`src/rtl/dma_pkg.sv`:
```
// Shared types and constants for the DMA request-side arbiter.
// Command register bit positions and the arbiter state encoding.
package dma_pkg;

   localparam int NCH = 4;

   localparam int CMD_DISABLE   = 2;
   localparam int CMD_ROTATE    = 4;
   localparam int CMD_DREQ_LOW  = 6;
   localparam int CMD_DACK_HIGH = 7;

   typedef enum logic [1:0] {
      IDLE    = 2'd0,
      GRANT   = 2'd1,
      SERVICE = 2'd2
   } state_e;

   function automatic logic [3:0] onehot(input logic [1:0] idx);
      return 4'b0001 << idx;
   endfunction

endpackage

```
`src/rtl/dma_rot_prio_enc.sv`:
```
// Four-way priority encoder; in rotating mode the search starts
// just after the channel serviced last.
module dma_rot_prio_enc (
   input  logic [3:0] req,
   input  logic [1:0] lowPri,
   input  logic       rotate,
   output logic [1:0] winner,
   output logic       any
);

   logic [1:0] start;
   logic [1:0] idx;
   logic       found;

   assign start = rotate ? lowPri + 2'd1 : 2'd0;
   assign any   = |req;

   always_comb begin
      winner = 2'd0;
      found  = 1'b0;
      idx    = 2'd0;
      for (int i = 0; i < 4; i++) begin
         idx = start + 2'(i);
         if (!found && req[idx]) begin
            winner = idx;
            found  = 1'b1;
         end
      end
   end

endmodule

```
`src/rtl/dma_priority_arbiter.sv`:
```
// DMA request arbitration: samples DREQ, picks one channel, hands it
// to timing control and drives DACK for the length of the service.
module dma_priority_arbiter
   import dma_pkg::*;
#(
   parameter int NCH = dma_pkg::NCH
) (
   input  logic           CLK,
   input  logic           RESET,
   input  logic [NCH-1:0] DREQ,
   input  logic [7:0]     commandReg,
   input  logic [NCH-1:0] maskReg,
   input  logic [NCH-1:0] requestReg,
   input  logic           svcStart,
   input  logic           svcDone,
   output logic [NCH-1:0] VALID_DREQ,
   output logic [NCH-1:0] DACK,
   output logic [1:0]     activeCh,
   output logic [NCH-1:0] clrReq
);

   state_e         state_q, state_d;
   logic [NCH-1:0] dreq_q;
   logic [1:0]     grant_q, grant_d;
   logic [1:0]     low_pri_q, low_pri_d;
   logic [NCH-1:0] valid_q, valid_d;
   logic [NCH-1:0] dack_q, dack_d;
   logic [NCH-1:0] clr_q, clr_d;
   logic           dack_act_q, dack_act_d;

   logic [NCH-1:0] eff_req;
   logic [1:0]     winner;
   logic           any;
   logic           disable_c;
   logic           dack_high;
   logic           unused_cmd;

   assign disable_c  = commandReg[CMD_DISABLE];
   assign dack_high  = commandReg[CMD_DACK_HIGH];
   assign unused_cmd = ^{commandReg[5], commandReg[3], commandReg[1:0]};

   // software requests bypass the mask; disable kills everything
   assign eff_req = disable_c ? '0
                  : ((dreq_q & ~maskReg) | requestReg);

   dma_rot_prio_enc u_enc (
      .req    (eff_req),
      .lowPri (low_pri_q),
      .rotate (commandReg[CMD_ROTATE]),
      .winner (winner),
      .any    (any)
   );

   always_ff @(posedge CLK) begin
      if (RESET) state_q <= IDLE;
      else       state_q <= state_d;
   end

   always_comb begin
      state_d = state_q;
      unique case (state_q)
         IDLE: begin
            if (any) state_d = GRANT;
         end
         GRANT: begin
            if (svcStart)
               state_d = SERVICE;
            else if (!eff_req[grant_q] || disable_c)
               state_d = IDLE;
         end
         SERVICE: begin
            if (svcDone) state_d = IDLE;
         end
         default: state_d = IDLE;
      endcase
   end

   always_comb begin
      grant_d    = grant_q;
      valid_d    = valid_q;
      dack_act_d = dack_act_q;
      low_pri_d  = low_pri_q;
      clr_d      = '0;
      unique case (state_q)
         IDLE: begin
            if (any) begin
               grant_d = winner;
               valid_d = onehot(winner);
            end
         end
         GRANT: begin
            if (svcStart)
               dack_act_d = 1'b1;
            else if (state_d == IDLE)
               valid_d = '0;
         end
         SERVICE: begin
            if (svcDone) begin
               valid_d    = '0;
               dack_act_d = 1'b0;
               low_pri_d  = grant_q;
               clr_d      = onehot(grant_q);
            end
         end
         default: begin
            valid_d    = '0;
            dack_act_d = 1'b0;
         end
      endcase
      if (dack_act_d)
         dack_d = dack_high ? onehot(grant_d) : ~onehot(grant_d);
      else
         dack_d = {NCH{~dack_high}};
   end

   always_ff @(posedge CLK) begin
      if (RESET) begin
         dreq_q     <= '0;
         grant_q    <= 2'd0;
         low_pri_q  <= 2'd3;
         valid_q    <= '0;
         dack_act_q <= 1'b0;
         dack_q     <= {NCH{~dack_high}};
         clr_q      <= '0;
      end else begin
         dreq_q     <= DREQ ^ {NCH{commandReg[CMD_DREQ_LOW]}};
         grant_q    <= grant_d;
         low_pri_q  <= low_pri_d;
         valid_q    <= valid_d;
         dack_act_q <= dack_act_d;
         dack_q     <= dack_d;
         clr_q      <= clr_d;
      end
   end

   assign VALID_DREQ = valid_q;
   assign DACK       = dack_q;
   assign clrReq     = clr_q;
   assign activeCh   = (state_q == IDLE) ? 2'd0 : grant_q;

endmodule

```
`config.mk`:
```
export PLATFORM = sky130hd
export DESIGN_NAME = dma_priority_arbiter
export DESIGN_NICKNAME = d
export VERILOG_FILES = /design/src/rtl/dma_pkg.sv /design/src/rtl/dma_rot_prio_enc.sv /design/src/rtl/dma_priority_arbiter.sv
export SDC_FILE = /design/constraint.sdc
export NUM_CORES = 1
export LEC_CHECK = 0
export CORE_ASPECT_RATIO = 1.4
export CORE_UTILIZATION = 43
export CTS_BUF_LIST = sky130_fd_sc_hd__clkbuf_4 sky130_fd_sc_hd__clkbuf_8 sky130_fd_sc_hd__clkbuf_16
export CTS_CLUSTER_DIAMETER = 150
export DETAILED_ROUTE_END_ITERATION = 10
export PLACE_DENSITY = 0.76
export SYNTH_ARGS = -nofsm -noshare
export SYNTH_HDL_FRONTEND = slang
export SYNTH_SLANG_ARGS = --single-unit
export TNS_END_PERCENT = 5
```
`constraint.sdc`:
```
create_clock -name CLK -period 2.18 [get_ports CLK]
set_input_delay 0.545 -clock CLK [delete_from_list [all_inputs] [get_ports CLK]]
set_output_delay 0.545 -clock CLK [all_outputs]
set_load 0.05 [all_outputs]
```
==> flow_metrics.py <==
metrics = {
    "drt": {
        "first_iter_violations": 27,
        "drc": 0,
        "drt-pass1-iter-count": 4,
        "num_vias": 1480,
        "via_per_inst": 5.65,
        "wirelength_um": 4280,
        "antenna_left": 0,
        "wl_per_cell_um": 16.3,
    },
    "floorplan": {
        "dieArea_um2": 3380,
        "core-area_um2": 2940,
        "die_w_um": 49.4,
        "initial_core_util": 0.461,
        "die_y_um": 68.4,
        "rows": 23,
        "ios": 38,
    },
    "cts": {
        "cts_buffer_depth": 2,
        "cts.sinks": 23,
        "cts-root-buf": "clkbuf_8",
        "cts-hold-fix-buffers": 0,
        "cts_inserted_buffers": 3,
        "clock_latency_ps": 280,
        "clkTransAtPathRegs_ps": 80,
        "htreeDepth": 1,
        "cts_tree": "built",
    },
    "timing": {
        "rsz0062_at_grt": "true",
        "final_hold_viol_count": 0,
        "final_max_slew_viol_count": 0,
        "post-route-period-util": 0.992,
        "maxSlewHeadroom": 0.661,
        "whs_ps": 468,
        "setup_viol_count_final": 0,
        "worst_slew_pin_slew_ps": 507,
        "fmax_mhz": 463,
        "finalCriticalPeriod_ps": 2160,
        "fin_worst_skew_ps": 3.62,
    },
    "layout": {
        "diodes": 0,
        "layout-drive-gt1-share": 0.422,
        "area_growth_pct": 63.0,
        "layout.nets": 250,
    },
    "critical_path": {
        "slowest_stage": "or3_4",
        "worst_ep_required_time_ps": 2350,
        "critPathMaxFanout": 3,
        "path_cells": "clkdlybuf4s15_1, and2b_2, nor2_4, o31a_1, and2_1, a21bo_2, or3_4, o311a_1",
        "path_delay_family": "compound AO/OA/AOI/OAI gates",
        "start_kind": "input port",
        "crit_buf_inv": 1,
        "crit_type": "input port to flop",
        "slowest_delay_ps": 330,
        "end_kind": "flop",
        "arrival_ps": 2330,
    },
    "logic_synthesis": {
        "yosysWarnings": 0,
        "synth.cell_area_um2": 1350,
        "syn_avg_cell_area_um2": 8.62,
        "synthArstFlopShare": 0,
        "synth_cells": 157,
        "seq_area_frac_synth": 0.340,
        "synth-edff-count": 0,
        "ys_ff_latch": 23,
        "synth_ff_type": "dfxtp_1",
        "syn_nets": 181,
        "post_synth_num_cell_types": 54,
    },
    "power_and_ir_drop": {
        "power.total_uw": 1100,
        "p_leak_uw": 0.000899,
        "irDropWorstVdd_mv": 0.388,
        "p_per_area_nw_per_um2": 501,
    },
    "grt": {
        "grt_max_degree": 14,
        "antenna_found_initial": 0,
        "grt_pass1_vias": 1388,
        "grt.overflow.total": 0,
        "grt_pass1_wl_um": 6130,
        "grt_use_total": 0.243,
    },
    "placed_design": {
        "detailed_place_hpwl_um": 2790,
        "io_buffer_count": 33,
        "routabilityCongestion": 0.987,
    },
    "status": {
        "outcome": "finished clean",
    },
    "flow_run": {
        "cap_violations": 0,
    },
    "min_path": {
        "min_path_type": "flop to flop",
    },
}
[flip-flops by register name, indices dropped and copies added, names as in the netlist]
| signal | cells |
|---|---|
| dreq_q | 4 |
| dack_act_q | 1 |
| clrReq | 4 |
| state_q | 2 |
| VALID_DREQ | 4 |
| DACK | 4 |
| low_pri_q | 2 |
| grant_q | 2 |
[cell usage in the layout (no fill, tap or decap), types with 3 or more instances in the layout]
cell type / instances
buf_4: 36
clkdlybuf4s50_1: 21
dfxtp_1: 20
nor2_1: 16
nand2_1: 6
nor3_1: 6
inv_1: 5
o211ai_1: 5
a21oi_1: 5
xnor2_1: 5
buf_6: 5
nand2b_4: 4
clkbuf_2: 4
nor2b_4: 3
and2b_2: 3
nor4b_1: 3
nand3_1: 3
clkbuf_8: 3
dlygate4sd2_1: 3
[final timing paths]
path	slack [ps]	end	startpoint	cells past startpoint
max	20	DACK[0]	maskReg[1]	8
min	470	VALID_DREQ[1]	VALID_DREQ[1]	2
max reg2reg	20	DACK[0]	low_pri_q[0]	8
min reg2reg	470	VALID_DREQ[1]	VALID_DREQ[1]	2
[cells in the mapped netlist, drive strengths merged (4+ instances only)]
cell type | count | share of area
clkbuf | 6 | 0.017
nor4 | 4 | 0.023
nor2b | 4 | 0.018
nor2 | 18 | 0.050
dfxtp | 23 | 0.34
nand2 | 6 | 0.017
o211ai | 5 | 0.028
a21oi | 7 | 0.026
inv | 6 | 0.017
nor3 | 7 | 0.026
xnor2 | 5 | 0.032
nand3 | 4 | 0.015
nand2b | 6 | 0.028
[worst reg2reg max path, cell delays in order (launching register included)]
cell and delay (ps):
dfxtp_4 370, buf_4 150, and2b_2 210, nor3_1 40
o211a_1 240, o21ai_1 140, a21bo_2 240, or3_4 330
o311a_1 330
[power breakdown]
| part | switching [µW] | internal [µW] |
|---|---|---|
| clock | 152 | 128 |
| sequential | 16.5 | 443 |
| combinational | 186 | 179 |
[layout make-up]
cell class | count | area, µm²
Clock buffer | 3 | 41.3
Multi-Input combinational cell | 119 | 1000
Inverter | 6 | 22.5
Tap cell | 37 | 46.3
Fill cell | 220 | 728
Sequential cell | 23 | 467
Clock inverter | 1 | 5.00
Timing Repair Buffer | 73 | 623
[stage by stage]
stage / setup TNS [ps] / setup slack (ps) / instance area [µm²] / std cells / utilization
global route: -104 / -46.8 / 2210 / 262 / 0.752
finish: 0 / 18.4 / 2210 / 262 / 0.752
detailed placement: -4780 / -597 / 1890 / 247 / 0.644
CTS: 0 / 8.48 / 2090 / 255 / 0.711
floorplan: 0 / 44.8 / 1350 / 157 / -
global placement: -4290 / -541 / 1890 / 247 / 0.644
[layer usage]
metal / share of wire / GRT usage / up-vias
met5: 0 / 0 / -
met3: 0.054 / 0.0356 / 15
met1: 0.38 / 0.250 / 691
met4: 0.037 / 0.146 / 0
li1: - / - / 708
met2: 0.53 / 0.464 / 66
[cells by family (layout without fill, tap and decap cells)]
kind of cell / after synthesis / count (layout) / share of synthesized area
xor+xnor: 8 / 8 / 0.0573
mux: 3 / 3 / 0.0323
flops: 23 / 23 / 0.340
compound gates: 36 / 36 / 0.210
buf+inv: 15 / 83 / 0.0555
simple gates: 72 / 72 / 0.305
[repair_timing]
action,4_1_cts,5_1_grt
pin swaps,14,12
gates resized for setup,45,30
setup buffers,4,7
cloned,0,0
endpoints found under the hold margin,0,0
endpoints found under the setup margin,9,9
(Power assumes the default switching activity.)
